[config.mk]
export PLATFORM = sky130hd
export DESIGN_NAME = enc_serializer
export DESIGN_NICKNAME = d
export VERILOG_FILES = /design/src/rtl/enc_serializer.sv
export SDC_FILE = /design/constraint.sdc
export NUM_CORES = 1
export LEC_CHECK = 0
export BUFFER_PORTS_ARGS = -buffer_cell sky130_fd_sc_hd__clkbuf_2
export CAP_MARGIN = 10
export CORE_MARGIN = 2
export CORE_UTILIZATION = 33
export DETAILED_ROUTE_END_ITERATION = 16
export GPL_ROUTABILITY_DRIVEN = 0
export PLACE_DENSITY_LB_ADDON = 0.12
export SYNTH_ARGS = -nofsm -noshare
export SYNTH_HDL_FRONTEND = slang
export SYNTH_SLANG_ARGS = --single-unit
export TNS_END_PERCENT = 1
[constraint.sdc]
create_clock -name clk_i -period 4.3 [get_ports clk_i]
set_clock_uncertainty 0.05 [all_clocks]
set_input_delay 0.215 -clock clk_i [delete_from_list [all_inputs] [get_ports clk_i]]
set_output_delay 0.215 -clock clk_i [all_outputs]
set_load 0.02 [all_outputs]
[src/rtl/enc_serializer.sv]
// Sequential priority encoder: emits the index of every set bit of a vector.
// Define ENC_SERIALIZER_ZERO_REPORT_EN to emit a zero-flagged beat for all-zero vectors.
module enc_serializer #(
    parameter int N   = 8,
    parameter bit DIR = 1'b0,
    localparam int IW = $clog2(N)
) (
    input  logic          clk_i,
    input  logic          rst_ni,
    input  logic [N-1:0]  vec_i,
    input  logic          vec_valid_i,
    output logic          vec_ready_o,
    output logic [IW-1:0] idx_o,
    output logic          idx_valid_o,
    input  logic          idx_ready_i,
    output logic          idx_last_o,
    output logic          idx_zero_o
);

    typedef enum logic {
        IDLE,
        EMIT
    } state_t;

    state_t         state_q, state_d;
    logic [N-1:0]   pending_q, pending_d;
    logic [IW-1:0]  sel_idx;
    logic [N-1:0]   sel_mask;
    logic           one_left;

`ifdef ENC_SERIALIZER_ZERO_REPORT_EN
    logic zero_q, zero_d;
`endif

    // Scan so the winning bit is written last.
    always_comb begin
        int k;
        sel_idx  = '0;
        sel_mask = '0;
        k        = 0;
        for (int i = 0; i < N; i++) begin
            k = DIR ? i : N - 1 - i;
            if (pending_q[k]) begin
                sel_idx     = IW'(k);
                sel_mask    = '0;
                sel_mask[k] = 1'b1;
            end
        end
    end

    // An empty pending (zero report) also counts as the final beat.
    assign one_left = (pending_q & (pending_q - N'(1))) == '0;

    assign vec_ready_o = (state_q == IDLE);
    assign idx_valid_o = (state_q == EMIT);
    assign idx_o       = idx_valid_o ? sel_idx : '0;
    assign idx_last_o  = idx_valid_o & one_left;

`ifdef ENC_SERIALIZER_ZERO_REPORT_EN
    assign idx_zero_o  = idx_valid_o & zero_q;
`else
    assign idx_zero_o  = 1'b0;
`endif

    always_comb begin
        state_d   = state_q;
        pending_d = pending_q;
`ifdef ENC_SERIALIZER_ZERO_REPORT_EN
        zero_d    = zero_q;
`endif
        unique case (state_q)
            IDLE: begin
                if (vec_valid_i) begin
                    if (vec_i != '0) begin
                        pending_d = vec_i;
                        state_d   = EMIT;
                    end
`ifdef ENC_SERIALIZER_ZERO_REPORT_EN
                    else begin
                        zero_d  = 1'b1;
                        state_d = EMIT;
                    end
`endif
                end
            end
            EMIT: begin
                if (idx_ready_i) begin
                    pending_d = pending_q & ~sel_mask;
                    if (one_left) begin
                        state_d = IDLE;
`ifdef ENC_SERIALIZER_ZERO_REPORT_EN
                        zero_d  = 1'b0;
`endif
                    end
                end
            end
            default: state_d = IDLE;
        endcase
    end

    always_ff @(posedge clk_i or negedge rst_ni) begin
        if (!rst_ni) begin
            state_q   <= IDLE;
            pending_q <= '0;
        end else begin
            state_q   <= state_d;
            pending_q <= pending_d;
        end
    end

`ifdef ENC_SERIALIZER_ZERO_REPORT_EN
    always_ff @(posedge clk_i or negedge rst_ni) begin
        if (!rst_ni) begin
            zero_q <= 1'b0;
        end else begin
            zero_q <= zero_d;
        end
    end
`endif

endmodule
==> results.json <==
{
  "dieArea_um2": 2160,
  "arrival_ns": 1.80,
  "numClockSinks": 9,
  "antenna_found_initial": 0,
  "cpPeakStageDelay_ns": 0.52,
  "hold_path_class": "input port to flip-flop",
  "final_nets": 103,
  "first_pass_iters": 4,
  "clk_pin_slew_ns": 0.06,
  "synth_cell_types": 31,
  "area_growth_pct": 22.9,
  "yosysSeqAreaShare_pct": 37.7,
  "wl_um": 1520,
  "netlist_instances": 71,
  "cp-end-kind": "primary output",
  "crit_start": "pending_q[1]$_DFFE_PN0P_",
  "rsz0062_at_grt": "false",
  "synth_nets": 83,
  "clock_power_share_pct": 10.5,
  "dieWidth_um": 46.5,
  "p_sw_share_pct": 49.3,
  "viasPerCell": 5.60,
  "power_uw": 612,
  "portBuffers": 17,
  "synth_seq_cells": 9,
  "synth_top_area_cell": "dfrtp_1",
  "grt.overflow.total": 0,
  "mostFrequentLayoutCells": "clkbuf_2, dfrtp_1, nand2_1, nor2_1, o21ai_0",
  "start_util_pct": 34.9,
  "drv_cap": 0,
  "timing.setup.tns_ns": 0,
  "grt_start_max_net_pins": 11,
  "drtIter0Drc": 11,
  "grt_pass1_wl_um": 2460,
  "rrSetupSlack_ns": 2.37,
  "core_area_um2": 1710,
  "net-switching-power_uw": 302,
  "die_h_um": 46.5,
  "intPower_uw": 310,
  "combPwrFrac_pct": 58.8,
  "worstPathRequired_ns": 4.03,
  "tightest_slew_ns": 0.635,
  "rows": 15,
  "vdd_drop_max_uv": 318,
  "num_vias": 644,
  "ant_nets": 0,
  "io_pins": 19,
  "slowest_stage": "nor4_1",
  "crit_fanout": 7,
  "hpwl_um": 1230,
  "slew_headroom_pct": 57.6,
  "post-route-period-util_pct": 47.9,
  "cp-start-kind": "flip-flop",
  "fillCellCount": 178,
  "antenna_cells": 0,
  "final_max_slew_viol_count": 0,
  "grt_usage_pct": 16.8,
  "final_common_cell": "clkbuf_2",
  "drc": 0,
  "cellLeakagePower_nw": 0.333,
  "synth_top_area_share_pct": 37.7,
  "hold_violations": 0,
  "rr_startpoint": "idx_valid_o$_DFF_PN0_",
  "cts_buffers": 3,
  "avgRoutedWirePerCell_um": 13.2,
  "tritoncts": "done",
  "cp_cell_sequence": "nor4_1 -> o21ai_0 -> nand2_1 -> o21ba_2 -> clkbuf_2",
  "status": "finished clean",
  "fmax_ghz": 0.485,
  "period_needed_ns": 2.06,
  "hold_ws_ns": 0.130,
  "critPathTopFamily": "simple AND/OR/NAND/NOR gates",
  "clk_latency_ns": 0.27,
  "pwr-share-seq_pct": 30.8,
  "grt_pass1_vias": 542,
  "setup_viol": 0,
  "path_buf_inv": 1,
  "clockBufferDepth": 2,
  "power_density_nw_per_um2": 835,
  "ys.warnings.count": 0,
  "cts_resized": 0,
  "syn_avg_cell_area_um2": 8.41,
  "drive_gt1_share_pct": 25.6,
  "synth.area.top_cells": "dfrtp_1, a32o_1, o21ai_0, nand2_1, nor2_1",
  "syn_area_um2": 597,
  "clockRootBuffer": "clkbuf_4",
  "crit_type": "flip-flop to primary output",
  "hp-start": "vec_i[6]",
  "h-tree-depth": 1
}
-- path summary, 6_finish.rpt --
check / end / depth (start not counted)
worst max-delay path: idx_last_o / 5
worst min-delay path: pending_q[6]$_DFFE_PN0P_ / 2
worst max register to register: pending_q[7]$_DFFE_PN0P_ / 4
worst min register to register: pending_q[5]$_DFFE_PN0P_ / 1
max in group asynchronous: idx_valid_o$_DFF_PN0_ / 2
min in group asynchronous: pending_q[6]$_DFFE_PN0P_ / 2
-- sequential cells by signal, summed over array words and instances (netlist names) --
name / count
pending_q: 8
idx_valid_o: 1
-- synthesized netlist by cell type (all sizes together) --
library cell  number
nand2b             1
nor4               4
a21boi             1
and3               1
a211o              1
nand2              8
o311a              1
o211ai             1
o22ai              1
o21ai              7
buf                2
maj3               1
nor3               3
nand3              1
a32o               4
a21oi              2
nor2b              1
conb               1
a22o               2
inv                4
o21bai             1
nand4              1
o21ba              1
clkbuf             1
or4                1
dfrtp              9
nor2               7
a211oi             3
-- power by group through the flow --
stage / sequential [mW] / combinational, mW / clock (mW)
2_1_floorplan: 0.171 / 0.275 / 0
3_3_place_gp: 0.188 / 0.367 / 0
3_5_place_dp: 0.187 / 0.358 / 0
4_1_cts: 0.186 / 0.360 / 0.0672
5_1_grt: 0.197 / 0.398 / 0.0697
6_report: 0.188 / 0.360 / 0.0642
-- layout make-up --
class	instances	area (um2)	area share, %
Inverter	4	15.0	2.05
Multi-Input combinational cell	55	340	46.4
Clock buffer	4	26.3	3.58
Tap cell	25	31.3	4.27
Timing Repair Buffer	18	95.1	13.0
Sequential cell	9	225	30.7
-- logic make-up after synthesis --
| group | Yosys count | synth area share [%] |
|---|---|---|
| AND/OR/NAND/NOR | 28 | 24.1 |
| AO/OA/AOI/OAI | 25 | 30.6 |
| flip-flops | 9 | 37.7 |
| buffers and inverters | 7 | 5.24 |
| adder cells (fa/ha/maj) | 1 | 1.68 |
| other | 1 | 0.628 |
-- metal layers --
metal | global-route usage [%] | vias up | part of all wire, %
li1 | - | 305 | -
met1 | 22.6 | 302 | 45
met2 | 23.9 | 33 | 46
met3 | 4.71 | 4 | 7.4
met4 | 9.71 | 0 | 2.4
met5 | 0 | - | 0
-- through the flow --
| stage | setup slack [ns] | instance area [um2] | std cells | util (%) |
|---|---|---|---|---|
| 2_1_floorplan | 2.48 | 597 | 71 | - |
| 3_3_place_gp | 2.39 | 697 | 110 | 40.8 |
| 3_5_place_dp | 2.36 | 697 | 110 | 40.8 |
| 4_1_cts | 2.26 | 733 | 115 | 42.9 |
| 5_1_grt | 2.09 | 733 | 115 | 42.9 |
| 6_report | 2.24 | 733 | 115 | 42.9 |
-- timing repair --
item                                    CTS  global route
hold buffers                              1             0
endpoints found under the setup margin    0             0
buffers inserted                          0             0
endpoints found under the hold margin     9             0
Power figures use the tool's default switching activity.
